`src/rtl/vga_fb_pkg.sv`:
```
// Shared constants and fill-state encoding for the VGA frame-buffer write path.
// Geometry is fixed at 640x480 with 8-bit colour indices.
package vga_fb_pkg;

    localparam int H_RES  = 640;
    localparam int V_RES  = 480;
    localparam int ADDR_W = 19;
    localparam int DATA_W = 8;
    localparam int X_W    = 10;
    localparam int Y_W    = 9;

    typedef enum logic [1:0] {
        IDLE  = 2'd0,
        SETUP = 2'd1,
        RUN   = 2'd2,
        DONE  = 2'd3
    } fill_state_t;

endpackage

```
`src/rtl/fb_rect_walker.sv`:
```
// Rectangle-fill engine: latches a fill command and offers one pixel write per cycle, row by row.
// FB_FILL_CLIP_EN: clip off-screen pixels instead of rejecting rectangles that cross the screen edge.
module fb_rect_walker
    import vga_fb_pkg::*;
(
    input  logic              iclk,
    input  logic              iRST,
    input  logic              start,
    input  logic [X_W-1:0]    x,
    input  logic [Y_W-1:0]    y,
    input  logic [X_W-1:0]    w,
    input  logic [Y_W-1:0]    h,
    input  logic [DATA_W-1:0] color,
    input  logic              grant,
    output logic              req,
    output logic [ADDR_W-1:0] addr,
    output logic [DATA_W-1:0] data,
    output logic              wr_ok,
    output logic              busy,
    output logic              done
);

    localparam logic [ADDR_W-1:0] STRIDE = ADDR_W'(H_RES);
    localparam logic [X_W:0]      H_LIM  = (X_W+1)'(H_RES);
    localparam logic [Y_W:0]      V_LIM  = (Y_W+1)'(V_RES);

    fill_state_t       state, state_nxt;
    logic [X_W-1:0]    x_q, w_q, col;
    logic [Y_W-1:0]    y_q, h_q, row;
    logic [DATA_W-1:0] color_q;
    logic [ADDR_W-1:0] rowbase;
    logic              last_col, last_row, empty, reject;

    assign last_col = (col == (w_q - X_W'(1)));
    assign last_row = (row == (h_q - Y_W'(1)));
    assign empty    = (w_q == '0) || (h_q == '0);

`ifdef FB_FILL_CLIP_EN
    logic [X_W:0] cur_x;
    logic [Y_W:0] cur_y;

    // Off-screen pixels still take their grant so the walk timing is independent of clipping.
    assign cur_x  = {1'b0, x_q} + {1'b0, col};
    assign cur_y  = {1'b0, y_q} + {1'b0, row};
    assign wr_ok  = (cur_x < H_LIM) && (cur_y < V_LIM);
    assign reject = 1'b0;
`else
    logic [X_W:0] end_x;
    logic [Y_W:0] end_y;

    assign end_x  = {1'b0, x_q} + {1'b0, w_q};
    assign end_y  = {1'b0, y_q} + {1'b0, h_q};
    assign reject = (end_x > H_LIM) || (end_y > V_LIM);
    assign wr_ok  = 1'b1;
`endif

    assign req  = (state == RUN);
    assign busy = (state != IDLE);
    assign done = (state == DONE);
    assign addr = rowbase + ADDR_W'(col);
    assign data = color_q;

    always_comb begin
        state_nxt = state;
        case (state)
            IDLE:    if (start) state_nxt = SETUP;
            SETUP:   state_nxt = (empty || reject) ? DONE : RUN;
            RUN:     if (grant && last_col && last_row) state_nxt = DONE;
            DONE:    state_nxt = IDLE;
            default: state_nxt = IDLE;
        endcase
    end

    always_ff @(posedge iclk or posedge iRST) begin
        if (iRST) begin
            state <= IDLE;
        end else begin
            state <= state_nxt;
        end
    end

    // Command fields and walk counters are only meaningful outside IDLE, so they carry no reset.
    always_ff @(posedge iclk) begin
        if (state == IDLE && start) begin
            x_q     <= x;
            y_q     <= y;
            w_q     <= w;
            h_q     <= h;
            color_q <= color;
        end
        if (state == SETUP) begin
            rowbase <= ADDR_W'(y_q) * STRIDE + ADDR_W'(x_q);
            col     <= '0;
            row     <= '0;
        end else if (state == RUN && grant) begin
            if (last_col) begin
                col     <= '0;
                row     <= row + Y_W'(1);
                rowbase <= rowbase + STRIDE;
            end else begin
                col <= col + X_W'(1);
            end
        end
    end

endmodule

```
`src/rtl/fb_wr_sched.sv`:
```
// Frame-buffer write-port scheduler: round-robin between the host pixel port and the fill engine.
// FB_FILL_CLIP_EN selects clipping (defined) or rejection (undefined) of off-screen fills.
module fb_wr_sched
    import vga_fb_pkg::*;
(
    input  logic              iclk,
    input  logic              iRST,
    input  logic              ihost_req,
    input  logic [ADDR_W-1:0] ihost_addr,
    input  logic [DATA_W-1:0] ihost_data,
    output logic              ohost_ack,
    input  logic              ifill_start,
    input  logic [X_W-1:0]    ifill_x,
    input  logic [Y_W-1:0]    ifill_y,
    input  logic [X_W-1:0]    ifill_w,
    input  logic [Y_W-1:0]    ifill_h,
    input  logic [DATA_W-1:0] ifill_color,
    output logic              ofill_busy,
    output logic              ofill_done,
    output logic              owren,
    output logic [ADDR_W-1:0] oaddr,
    output logic [DATA_W-1:0] odata
);

    logic              fill_req, fill_wr_ok;
    logic [ADDR_W-1:0] fill_addr;
    logic [DATA_W-1:0] fill_data;
    logic              contend_p0, host_grant_p0, fill_grant_p0, fill_wr_p0;
    logic              rr_host_p0;
    logic              vld_p1;
    logic [ADDR_W-1:0] addr_p1;
    logic [DATA_W-1:0] data_p1;

    fb_rect_walker u_walker (
        .iclk  (iclk),
        .iRST  (iRST),
        .start (ifill_start),
        .x     (ifill_x),
        .y     (ifill_y),
        .w     (ifill_w),
        .h     (ifill_h),
        .color (ifill_color),
        .grant (fill_grant_p0),
        .req   (fill_req),
        .addr  (fill_addr),
        .data  (fill_data),
        .wr_ok (fill_wr_ok),
        .busy  (ofill_busy),
        .done  (ofill_done)
    );

    // Stage p0: arbitration
    assign contend_p0 = ihost_req && fill_req;

    always_comb begin
        host_grant_p0 = ihost_req;
        fill_grant_p0 = fill_req;
        if (contend_p0) begin
            host_grant_p0 = rr_host_p0;
            fill_grant_p0 = !rr_host_p0;
        end
    end

    assign fill_wr_p0 = fill_grant_p0 && fill_wr_ok;
    assign ohost_ack  = ihost_req && host_grant_p0;

    // Pointer only moves on contention, so an idle-period host stream never biases the next tie.
    always_ff @(posedge iclk or posedge iRST) begin
        if (iRST) begin
            rr_host_p0 <= 1'b1;
        end else if (contend_p0) begin
            rr_host_p0 <= !rr_host_p0;
        end
    end

    // Stage p1: registered write port
    always_ff @(posedge iclk or posedge iRST) begin
        if (iRST) begin
            vld_p1  <= 1'b0;
            addr_p1 <= '0;
            data_p1 <= '0;
        end else begin
            vld_p1 <= host_grant_p0 || fill_wr_p0;
            if (host_grant_p0) begin
                addr_p1 <= ihost_addr;
                data_p1 <= ihost_data;
            end else if (fill_wr_p0) begin
                addr_p1 <= fill_addr;
                data_p1 <= fill_data;
            end
        end
    end

    assign owren = vld_p1;
    assign oaddr = addr_p1;
    assign odata = data_p1;

endmodule

```
`config.mk`:
```
export PLATFORM = sky130hd
export DESIGN_NAME = fb_wr_sched
export DESIGN_NICKNAME = d
export VERILOG_FILES = /design/src/rtl/vga_fb_pkg.sv /design/src/rtl/fb_rect_walker.sv /design/src/rtl/fb_wr_sched.sv
export SDC_FILE = /design/constraint.sdc
export NUM_CORES = 1
export LEC_CHECK = 0
export CORE_UTILIZATION = 55
export DETAILED_ROUTE_END_ITERATION = 8
export MAX_ROUTING_LAYER = met4
export PLACE_DENSITY = 0.9
export SYNTH_ARGS = -nofsm -noshare
export SYNTH_HDL_FRONTEND = slang
export SYNTH_HIERARCHICAL = 1
export SYNTH_SLANG_ARGS = --single-unit
```
`constraint.sdc`:
```
create_clock -name iclk -period 3.1 [get_ports iclk]
set_input_delay 0.465 -clock iclk [delete_from_list [all_inputs] [get_ports iclk]]
set_output_delay 0.465 -clock iclk [all_outputs]
set_load 0.005 [all_outputs]
```
==> impl_metrics.tcl <==
set metrics [dict create \
    total_power_mw 7.43 \
    layout-drive-gt1-share 0.144 \
    grt_pass1_vias 5453 \
    setup-tns-final_ps 0 \
    design.die.area_um2 14000 \
    ios 108 \
    num_vias 5442 \
    syn-instance-count 681 \
    cp-end-kind "flop" \
    place_hpwl_mm 11.8 \
    drt-initial-drc-count 281 \
    clock_path_buffers 2 \
    postPlaceCellArea_um2 8720 \
    start_util 0.562 \
    grt_use_total 0.252 \
    cpPeakStageDelay_ps 460 \
    cp-start-kind "flop" \
    async_reset_ff_frac 0.270 \
    crit_slowest_cell "or3_1" \
    cts_made_buffers 17 \
    synth_cell_types 64 \
    pre_cts_slack_ps 99.5 \
    setup_slack_ps 180 \
    vdd_ir_drop_max_uv 549 \
    num_antenna_cells 0 \
    crit_type "flop to flop" \
    die_h_um 118 \
    antenna_found_initial 0 \
    wl_per_cell_um 16.4 \
    most-common-layout-cells "107 x clkdlybuf4s50_1, 65 x edfxtp_1, 59 x nor2_1" \
    ys_seq_area_frac 0.419 \
    insertion_delay_ps 420 \
    cts_sinks 115 \
    syn_nets 820 \
    layout_commonest_cell "clkdlybuf4s50_1" \
    grt_max_degree 44 \
    ys_ff_latch 115 \
    worst-endpoint-arrival_ps 3230 \
    r2r-end "u_walker/state[0]$_DFFE_PP0P_" \
    regToRegStartpoint "u_walker/w_q[1]$_DFFE_PP_" \
    first_pass_iters 5 \
    via_per_inst 5.50 \
    p_leak_nw 3.79 \
    clkTransAtPathRegs_ps 60 \
    core_um2 13200 \
    yosysWarnings 6 \
    htree_levels 4 \
    io_buffers 107 \
    synth_area_um2 7410 \
    path_cells "inv_1 > ha_1 > nor2b_1 > or3_1 > o211ai_1 > o2111ai_1 > or3_1 > o31ai_4 > nand3b_1 > o32a_1" \
    period_minus_slack_ps 2920 \
    drtAntennaViolNets 0 \
    hold_class "input port to async pin" \
    cts_tree "built" \
    r2r_cells 10 \
    grt_pass1_wl_mm 26.5 \
    hold_buffers 0 \
    chipWidth_um 118 \
    grt-ovfl-total 0 \
    setup_viol 0 \
    p_per_area_nw_per_um2 801 \
    syn_avg_cell_area_um2 10.9 \
    cts-root-buf "clkbuf_16" \
    rsz0062_at_grt "false" \
    syn_to_final_growth_pct 25.2 \
    rows 42 \
    outcome "complete, no violations" \
    cp.required_ps 3410 \
    nNetsFinal 940 \
    synth_edf_count 65 \
    wl_mm 16.2 \
    synth_flop_cell "edfxtp_1" \
    timing.fmax_mhz 342 \
    timing.final.crit_share 0.942 \
    place_congestion 0.883 \
    maxCapViolCount 0 \
    critical_path.most_common_cell "or3_1" \
    r2r_slack_ps 180 \
    cp_max_fo 5 \
    drv_slew 0 \
    clock_skew_ps 13.4 \
    post-route-cell-area_um2 9280 \
    drc 0 \
    fillers 905 \
    finalHoldViolCount 0 \
]
[state kept, by name, summed over array words and instances, names as in the netlist]
name,flops
u_walker/y_q,9
oaddr,19
u_walker/rowbase,19
u_walker/data,8
odata,8
rr_host_p0,1
u_walker/state,2
u_walker/x_q,10
u_walker/h_q,9
u_walker/row,9
u_walker/w_q,10
owren,1
u_walker/col,10
[where the power goes]
group | switching, mW | internal [mW]
logic | 1.45 | 1.63
registers | 0.367 | 2.17
clock network | 0.708 | 1.11
[layer usage]
metal	vias to the layer above	GRT usage	share of wire	wire length [µm]
li1	2681	-	-	-
met1	2556	0.306	0.45	7280
met2	173	0.408	0.48	7810
met3	32	0.0547	0.047	757
met4	0	0.102	0.023	365
met5	-	-	0	0
[cell usage after synthesis (4+ instances only)]
library cell,count,area [µm²]
a21o_1,5,37.5
mux2_2,16,180
xnor2_1,47,412
nand3_1,14,70.1
nor2b_1,6,37.5
mux2_4,38,571
nand2b_1,4,25.0
and3_1,7,43.8
o21ai_0,26,130
nor2_1,59,221
dfrtp_1,30,751
or2_2,4,25.0
nand2_1,37,139
fa_1,5,100
or3_1,7,43.8
a211oi_1,4,30.0
dfxtp_1,19,380
and2_1,11,68.8
ha_1,57,713
nor3b_1,5,37.5
edfxtp_1,65,1950
o21a_1,5,37.5
clkbuf_1,13,48.8
xor2_1,42,368
o211ai_1,6,45.0
a21oi_1,41,205
inv_1,34,128
nand4_1,11,68.8
nor3_1,9,45.0
[stage by stage]
stage,util,hold slack (ps),std cells
after CTS,0.703,237,989
after floorplan,-,206,681
after detailed placement,0.661,512,957
after global placement,0.661,487,957
after global routing,0.704,251,990
final,0.704,241,990
[worst max-delay path by stage]
| stage | depth (start not counted) | end | slack, ps | start |
|---|---|---|---|---|
| after floorplan | 8 | u_walker/rowbase[10]$_DFFE_PP_ | 260 | u_walker/w_q[0]$_DFFE_PP_ |
| after global placement | 13 | oaddr[16]$_DFFE_PP0P_ | 250 | u_walker/col[0]$_SDFFE_PP0P_ |
| after detailed placement | 13 | oaddr[14]$_DFFE_PP0P_ | 100 | u_walker/col[0]$_SDFFE_PP0P_ |
| after CTS | 13 | oaddr[14]$_DFFE_PP0P_ | 70 | u_walker/col[0]$_SDFFE_PP0P_ |
| after global routing | 12 | u_walker/rowbase[17]$_DFFE_PP_ | 6 | u_walker/y_q[1]$_DFFE_PP_ |
| final | 10 | u_walker/state[0]$_DFFE_PP0P_ | 180 | u_walker/w_q[1]$_DFFE_PP_ |
[logic make-up after synthesis]
group / count (synthesis) / synth area share
AO/OA/AOI/OAI: 115 / 0.0982
XOR/XNOR: 89 / 0.105
adder cells (fa/ha/maj): 62 / 0.110
buffers and inverters: 54 / 0.0319
flip-flops: 115 / 0.419
multiplexers: 56 / 0.104
other: 1 / 0.000506
AND/OR/NAND/NOR: 189 / 0.131
[final cells by class]
type,count,area (µm²),share of cell area
well taps,176,220,0.0237
clock inverters,11,72.6,0.00782
flip-flops and latches,115,3110,0.335
multi-input cells,512,4090,0.440
repair buffers,120,1180,0.127
inverters,35,131,0.0142
clock buffers,21,483,0.0520
[worst max-delay path, delay by kind of cell (launching register included)]
kind | cells | cell delay [ps]
AOI/OAI and AO/OA | 4 | 900
adders and majority gates | 1 | 250
buffers and inverters | 1 | 130
DFF | 1 | 420
and+or+nand+nor | 4 | 1120
[timing repair]
action | in CTS | in global routing
setup endpoints to repair | 0 | 6
gates resized for setup | 0 | 3
buffers inserted | 0 | 1
Power figures use the tool's default switching activity.
